<file path="config.mk">
export PLATFORM = sky130hd
export DESIGN_NAME = layer_serial_feeder
export DESIGN_NICKNAME = d
export VERILOG_FILES = /design/src/rtl/layer_serial_feeder.sv
export SDC_FILE = /design/constraint.sdc
export NUM_CORES = 1
export LEC_CHECK = 0
export BUFFER_PORTS_ARGS = -buffer_cell sky130_fd_sc_hd__buf_2
export CAP_MARGIN = 15
export CORE_AREA = 2 2 39 41
export DETAILED_ROUTE_END_ITERATION = 6
export DIE_AREA = 0 0 41 43
export PLACE_DENSITY = 0.7
export SLEW_MARGIN = 20
export SYNTH_ARGS = -nofsm -noshare
export SYNTH_HDL_FRONTEND = slang
export SYNTH_SLANG_ARGS = --single-unit
</file>
<file path="constraint.sdc">
create_clock -name clk -period 3.3 [get_ports clk]
set_input_delay 0.99 -clock clk [delete_from_list [all_inputs] [get_ports clk]]
set_output_delay 0.99 -clock clk [all_outputs]
set_load 0.05 [all_outputs]
</file>
<file path="src/rtl/layer_serial_feeder.sv">
// layer_serial_feeder: parallel vector in, one word per transfer out, with a one-vector holding slot.
module layer_serial_feeder #(
  parameter int SIZE     = 3,
  parameter int BIT_SIZE = 1
) (
  input  logic                              clk,
  input  logic                              rst,
  input  logic                              in_valid,
  output logic                              in_ready,
  input  logic [SIZE-1:0][BIT_SIZE-1:0]     in_data,
  input  logic                              out_ready,
  output logic                              out_valid,
  output logic [BIT_SIZE-1:0]               x_out,
  output logic                              x_first,
  output logic                              x_last
);
  localparam int IW = SIZE > 1 ? $clog2(SIZE) : 1;
  logic [SIZE-1:0][BIT_SIZE-1:0] act_q, act_d, pend_q, pend_d;
  logic                          act_v_q, act_v_d, pend_v_q, pend_v_d;
  logic [IW-1:0]                 idx_q, idx_d;
  logic                          accept, xfer, at_last;
  assign at_last   = idx_q == IW'(SIZE - 1);
  assign accept    = in_valid & !pend_v_q;
  assign xfer      = act_v_q & out_ready;
  assign in_ready  = !pend_v_q;
  assign out_valid = act_v_q;
  assign x_out     = act_q[0];
  assign x_first   = act_v_q & (idx_q == '0);
  assign x_last    = act_v_q & at_last;
  always_comb begin
    act_d    = act_q;
    pend_d   = pend_q;
    act_v_d  = act_v_q;
    pend_v_d = pend_v_q;
    idx_d    = idx_q;
    if (xfer && !at_last) begin
      act_d = act_q >> BIT_SIZE;
      idx_d = idx_q + IW'(1);
    end
    if (xfer && at_last) begin
      idx_d    = '0;
      pend_v_d = 1'b0;
      act_d    = pend_v_q ? pend_q : accept ? in_data : '0;
      act_v_d  = pend_v_q | accept;
    end else if (accept) begin
      if (!act_v_q) begin
        act_d   = in_data;
        act_v_d = 1'b1;
      end else begin
        pend_d   = in_data;
        pend_v_d = 1'b1;
      end
    end
  end
  always_ff @(posedge clk or negedge rst) begin
    if (!rst) begin
      act_q    <= '0;
      pend_q   <= '0;
      act_v_q  <= 1'b0;
      pend_v_q <= 1'b0;
      idx_q    <= '0;
    end else begin
      act_q    <= act_d;
      pend_q   <= pend_d;
      act_v_q  <= act_v_d;
      pend_v_q <= pend_v_d;
      idx_q    <= idx_d;
    end
  end
endmodule
</file>
==> metrics.md, run 1 <==
| Metric | Value |
|---|---|
| Initial Utilization | `0.377` |
| Die X-Extent | `41 µm` |
| Async set-reset flop share out of synthesis | `1.00` |
| Most frequent cell after synthesis | `dfrtp_1` |
| Largest buffer count on any clock path | `2` |
| RD Place Congestion | `roughly 0.77` |
| Clock transition at path regs | `about 0.070 ns` |
| Tmin final | `between 2 and 2.5 ns` |
| Post-CTS Setup Inserts | `0` |
| Die height | `approximately 43 µm` |
| Total Wirelength | `~1100 µm` |
| Clk sinks | `10` |
| Largest net degree at the start of global routing | `14` |
| Mean post-synth cell area | `between 9 and 10 µm²` |
| CTS tree | `built` |
| Total Power | `0.000671 W` |
| Main area contributors after synthesis | `dfrtp_1 (48%), mux2_2 (8.6%), nand2_1 (6.5%)` |
| Req. time, crit path | `2.31 ns` |
| Via count | `between 400 and 500` |
| Leakage | `0.295 nW` |
| Crit path kind | `reg -> out` |
| Post-route ant nets | `0` |
| RSZ-0062 raised after global routing | `false` |
| CTS Hold Bufs | `0` |
| # diodes | `0` |
| Slowest cell on the critical path | `dfrtp_1` |
| Die Area | `about 1800 µm²` |
| First-pass GRT wire length | `roughly 1700 µm` |
| Root buf cell | `clkbuf_4` |
| Synth cell types | `20` |
| Area Overhead vs Synth | `20.4%` |
| Total GRT Usage | `0.144` |
| Seq/Total Area, Yosys | `0.480` |
| Total gr overflow | `0` |
| WP data arrival | `roughly 1.3 ns` |
| DR WL/cell | `approximately 13 µm` |
| Post-synthesis cell area | `522 µm²` |
| Hold_sp | `act_q[2]$_DFF_PN0_` |
| Post_cts resized | `0` |
| Slowest stage delay, CP | `0.41 ns` |
| Hold Fails Final Rpt | `0` |
| Hold WC Path Type | `reg -> reg` |
| Drt first pass iters | `4` |
| Area leader, netlist | `dfrtp_1` |
| Post-route cell area | `628 µm²` |
| Clock Latency Late Sink | `0.26 ns` |
| Nets@finish | `77` |
| Crit-path cells | `and2b_4 -> and2_1 -> buf_2` |
| Port Buf Inserts | `11` |
| Status | `finished clean` |
| Mapped Cells | `55` |
| Placed Area | `592 µm²` |
| Post-synth top cells | `dfrtp_1 (10), nand2_1 (9), nand3_1 (5)` |
| Critical Path Source | `idx_q[0]$_DFFE_PN0P_` |
| Synth Flop Type | `dfrtp_1` |
| Vias in the first global route | `382` |
| Syn nets | `62` |
| Final HPWL DP | `798 µm` |
| Worst r2r src | `out_valid$_DFFE_PN0P_` |
| Share of layout cells above drive strength 1 | `0.333` |
| Maximum vdd drop | `roughly 320 µV` |
| Clk_skew | `between 0.007 and 0.008 ns` |
| Crit path buf inv count | `1` |
| Max Cap Viol | `0` |
| Final setup violation count | `0` |
| Critical path's top delay family | `flip-flops` |
| Drt via density | `around 5.5` |
| Initial DRC count | `8` |
| Critical Path Fanout Max | `6` |
| Post-route clock period utilization | `0.699` |
| Worst setup SP type | `register` |
| Fillcell total | `132` |
| I/O Pins | `12` |
| Cell Pwr Density | `1070 nW/µm²` |
| Fmax | `between 400 and 500 MHz` |
| CTS H-tree depth | `1` |
| Setup_tns | `0 ns` |
| Yosys top cell area share | `0.480` |
| Ys Warns | `0` |
| Register bit total from synthesis | `10` |
| Worst Setup End Kind | `output port` |
| Post-synth EDFFs | `0` |
| Initial antenna violation count | `0` |
| Tightest Pin Transition | `approximately 0.38 ns` |
| Slew Limit Fails | `0` |
| Max_slew headroom | `0.745` |
| Rows | `14` |
| DR DRC count | `0` |
| Num CTS Buffers | `3` |
| Core region area | `approximately 1400 µm²` |
## final cells by class
cell class                      count  area [µm²]  share of cell area
Inverter                            1        3.75             0.00598
Tap cell                           16        20.0              0.0319
Sequential cell                    10         250               0.398
Clock buffer                        4        36.3              0.0578
Multi-Input combinational cell     43         263               0.418
Timing Repair Buffer               11        55.1              0.0876
## final timing paths
check	endpoint	slack, ns	depth (start not counted)
worst min-delay path	act_q[2]$_DFF_PN0_	0.51	2
min in group asynchronous	act_q[1]$_DFF_PN0_	0.58	1
worst max register to register	act_q[1]$_DFF_PN0_	1.81	4
max in group asynchronous	out_valid$_DFFE_PN0P_	2.52	1
worst max-delay path	x_last	0.99	3
worst min register to register	act_q[2]$_DFF_PN0_	0.51	2
## per-layer routing
layer | track usage | vias up | routed length, µm
met1 | 0.209 | 232 | 529
met2 | 0.172 | 12 | 473
li1 | - | 221 | -
met5 | 0 | - | 0
met3 | 0.0471 | 2 | 56
met4 | 0.100 | 0 | 9
## power breakdown
part	internal, W	leakage [nW]	total [W]	switching, W
clock	0.0000669	0.0210	0.000107	0.0000404
combinational	0.000120	0.156	0.000319	0.000199
sequential	0.000181	0.118	0.000245	0.0000645
total	0.000368	0.295	0.000671	0.000304
## state kept, by name, indices dropped and copies added (netlist names)
name and count:
act_q 2, idx_q 2, out_valid 1, pend_q 3, pend_v_q 1, x_out 1
## cells in the final DEF (no fill, tap or decap)
cell type	Yosys	final
a211o_1	1	1
a21oi_1	4	4
a22oi_1	1	1
and2_1	2	2
and2b_4	1	1
buf_2	1	11
clkbuf_4	0	3
clkbuf_8	0	1
dfrtp_1	10	10
inv_1	1	1
mux2_2	4	4
nand2_1	9	9
nand2b_1	3	3
nand3_1	5	5
nand3_2	1	1
nand3b_1	1	1
nor2_1	4	4
nor2b_2	1	1
o21a_1	1	1
o21ai_0	3	3
o22ai_1	1	1
o32a_2	1	1
## logic make-up (layout without fill, tap and decap cells)
logic type	Yosys count	in the layout	share of synthesized area
muxes	4	4	0.0863
buffers and inverters	2	16	0.0168
AOI/OAI and AO/OA	12	12	0.146
DFF	10	10	0.480
and+or+nand+nor	27	27	0.271
## stage by stage
| step | setup WS, ns | util | instances | hold WS [ns] |
|---|---|---|---|---|
| 3_3_place_gp | 1.29 | 0.428 | 81 | 0.489 |
| 3_5_place_dp | 1.27 | 0.428 | 81 | 0.488 |
| 2_1_floorplan | 0.969 | - | 55 | 0.462 |
| 4_1_cts | 0.980 | 0.454 | 85 | 0.506 |
| 6_report | 0.992 | 0.454 | 85 | 0.508 |
| 5_1_grt | 0.913 | 0.454 | 85 | 0.530 |
## worst reg2reg max path: cells and delay by family, from the launching register on
kind,cells,cell delay [ns]
AND/OR/NAND/NOR,2,0.50
flip-flops,1,0.57
AO/OA/AOI/OAI,2,0.31
No activity file was read; power rests on OpenSTA's default activity.
==> inputs of run 2 (changes only) <==
--- a/config.mk
+++ b/config.mk
@@ -10,7 +10,7 @@
 export CORE_AREA = 2 2 39 41
 export DETAILED_ROUTE_END_ITERATION = 6
 export DIE_AREA = 0 0 41 43
-export PLACE_DENSITY = 0.7
+export PLACE_DENSITY = 0.72
 export SLEW_MARGIN = 20
 export SYNTH_ARGS = -nofsm -noshare
 export SYNTH_HDL_FRONTEND = slang
==> constraint.sdc (replaced) <==
create_clock -name clk -period 2.12 [get_ports clk]
set_input_delay 0.636 -clock clk [delete_from_list [all_inputs] [get_ports clk]]
set_output_delay 0.636 -clock clk [all_outputs]
set_load 0.05 [all_outputs]
==> run 2 against run 1 <==
Effect of this change: worst setup slack got worse by 0.83 ns; combinational power increased by 57%; first-iteration DRC count decreased by 50%; hold slack got worse by 0.28 ns; total power increased by 51%; critical path type unchanged; clock power increased by 16%; cell count decreased by 1.2%; cell area decreased by 2.2%; clock skew decreased by 0.0063 ns.
==> metrics.md, run 2 (synthesis gave the netlist of run 1 again) <==
| Metric | Value |
|---|---|
| Die Area | `1760 µm² (unchanged)` |
| Clk_skew | `0.00136 ns (-0.00632 ns)` |
| # diodes | `0 (unchanged)` |
| Top sig layer | `met3` |
| DR DRC count | `0 (unchanged)` |
| Worst Reg-to-Reg Cells | `4 (unchanged)` |
| Share of layout cells above drive strength 1 | `0.324 (-0.00980)` |
| WP data arrival | `1.33 ns (about the same)` |
| Fmax | `between 500 and 600 MHz` |
| Most frequent cells in the layout | `buf_2 (11), dfrtp_1 (10), nand2_1 (9)` |
| Max FFs per register | `3 (unchanged)` |
| Post-CTS Setup Inserts | `0 (unchanged)` |
| Setup_tns | `0 ns (unchanged)` |
| Slew Limit Fails | `0 (unchanged)` |
| Core region area | `1380 µm² (unchanged)` |
| Clock Latency Late Sink | `0.26 ns (about the same)` |
| Final setup violation count | `0 (unchanged)` |
| Area Overhead vs Synth | `17.7%` |
| CTS Hold Bufs | `0 (unchanged)` |
| Vias in the first global route | `390 (+2.1%)` |
| Sw Share | `0.472 (+0.0196)` |
| Req. time, crit path | `1.48 ns (-0.83 ns)` |
| Max_slew headroom | `0.749 (+0.00444)` |
| Reg2Reg Setup Slack | `0.61 ns (-1.20 ns)` |
| Maximum vdd drop | `504 µV (+59%)` |
| Post_cts resized | `0 (unchanged)` |
| Flop pwr share | `0.382 (+0.016)` |
| Tmin final | `approximately 2 ns` |
| Post-route ant nets | `0 (unchanged)` |
| Int Power | `0.000534 W (+45%)` |
| Clock transition at path regs | `0.06 ns (about the same)` |
| Most common cell after layout, fill and taps aside | `buf_2` |
| Die height | `43 µm (unchanged)` |
| DR WL/cell | `12.8 µm (+1.9%)` |
| Hold Fails Final Rpt | `0 (unchanged)` |
| Total Power | `0.00101 W (+51%)` |
| Hold WC Path Type | `in -> async` |
| Post-route clock period utilization | `0.925` |
| Sw power | `0.000477 W (+57%)` |
| Clk pwr share | `0.123 (-0.037)` |
| Rows | `14 (unchanged)` |
| Largest buffer count on any clock path | `2 (unchanged)` |
| RD Place Congestion | `0.765 (-0.87%)` |
| Max Cap Viol | `0 (unchanged)` |
| Status | `finished clean` |
| Total gr overflow | `0 (unchanged)` |
| Logic pwr share | `0.496 (+0.021)` |
| Total Wirelength | `1080 µm (+0.66%)` |
| Crit path kind | `reg -> out` |
| Total GRT Usage | `0.148 (+0.00437)` |
| Post-route cell area | `614 µm² (-2.2%)` |
| Port Buf Inserts | `11 (unchanged)` |
| Leakage | `0.287 nW (-2.4%)` |
| Num CTS Buffers | `3 (unchanged)` |
| CTS tree | `built` |
| I/O Pins | `12 (unchanged)` |
| Drt first pass iters | `4 (unchanged)` |
| Initial Utilization | `0.377 (unchanged)` |
| Met2 wire len | `518 µm (+9.5%)` |
| RSZ-0062 raised after global routing | `false` |
| Via count | `452 (-3.2%)` |
| Nets@finish | `77 (unchanged)` |
| Largest net degree at the start of global routing | `14 (unchanged)` |
| Worst Setup End Kind | `output port` |
| Root buf cell | `clkbuf_4` |
| Met1 WL | `505 µm (-4.5%)` |
| First-pass GRT wire length | `1650 µm (-0.78%)` |
| Reg with most FFs | `pend_q` |
| Worst setup SP type | `register` |
| Initial DRC count | `4 (-4)` |
| Drt via density | `5.38 (-2.1%)` |
| Tightest Pin Transition | `0.376 ns (-0.00666 ns)` |
| Die X-Extent | `41 µm (unchanged)` |
| Final Core Density | `0.444 (-0.00995)` |
| Final HPWL DP | `812 µm (+1.7%)` |
| Critical Path Fanout Max | `6 (unchanged)` |
| Placed Area | `592 µm² (unchanged)` |
| WL met3 | `50 µm (-11%)` |
| Cell Pwr Density | `1650 nW/µm² (+54%)` |
| CTS H-tree depth | `1 (unchanged)` |
| Biggest regs | `pend_q: 3 flops, act_q: 2 flops, idx_q: 2 flops` |
| Clk sinks | `10 (unchanged)` |
| Initial antenna violation count | `0 (unchanged)` |
[run 2: layer usage]
metal,GRT usage,up-vias
met4,0.100,0
met3,0.0628,0
li1,-,223
met2,0.203,14
met1,0.180,215
met5,0,-
[run 2: worst paths after layout]
kind | startpoint | end
min in group clk | pend_q[1]$_DFFE_PN0P_ | pend_q[1]$_DFFE_PN0P_
min reg2reg | pend_q[1]$_DFFE_PN0P_ | pend_q[1]$_DFFE_PN0P_
max in group asynchronous | rst | act_q[1]$_DFF_PN0_
max | idx_q[0]$_DFFE_PN0P_ | x_last
max reg2reg | out_valid$_DFFE_PN0P_ | act_q[1]$_DFF_PN0_
min | rst | idx_q[0]$_DFFE_PN0P_
[run 2: worst max-delay path, cell delays in order (launching register included)]
cell	delay, ns
dfrtp_1	0.42
and2b_4	0.28
and2_1	0.12
buf_2	0.25
[run 2: cell type report]
cell class | instances | area [µm²]
fill | 139 | 769
multi-input combinational | 43 | 263
sequential | 10 | 250
timing repair buffer | 11 | 55.1
clock buffer | 3 | 22.5
tap | 16 | 20.0
inverter | 1 | 3.75
[run 2: per-stage QoR]
| step | setup slack [ns] | hold WS (ns) | std cells |
|---|---|---|---|
| after CTS | 0.146 | 0.230 | 84 |
| after floorplan | 0.143 | 0.340 | 55 |
| after detailed placement | 0.436 | 0.497 | 81 |
| after global routing | 0.0840 | 0.227 | 84 |
| final | 0.159 | 0.227 | 84 |
| after global placement | 0.469 | 0.486 | 81 |
[run 2: power by group through the flow]
stage | sequential, W | clock, W | combinational, W
final | 0.000386 | 0.000124 | 0.000501
after detailed placement | 0.000387 | 0 | 0.000499
after global routing | 0.000397 | 0.000144 | 0.000538
after floorplan | 0.000406 | 0 | 0.000367
after global placement | 0.000382 | 0 | 0.000491
after CTS | 0.000383 | 0.000129 | 0.000501
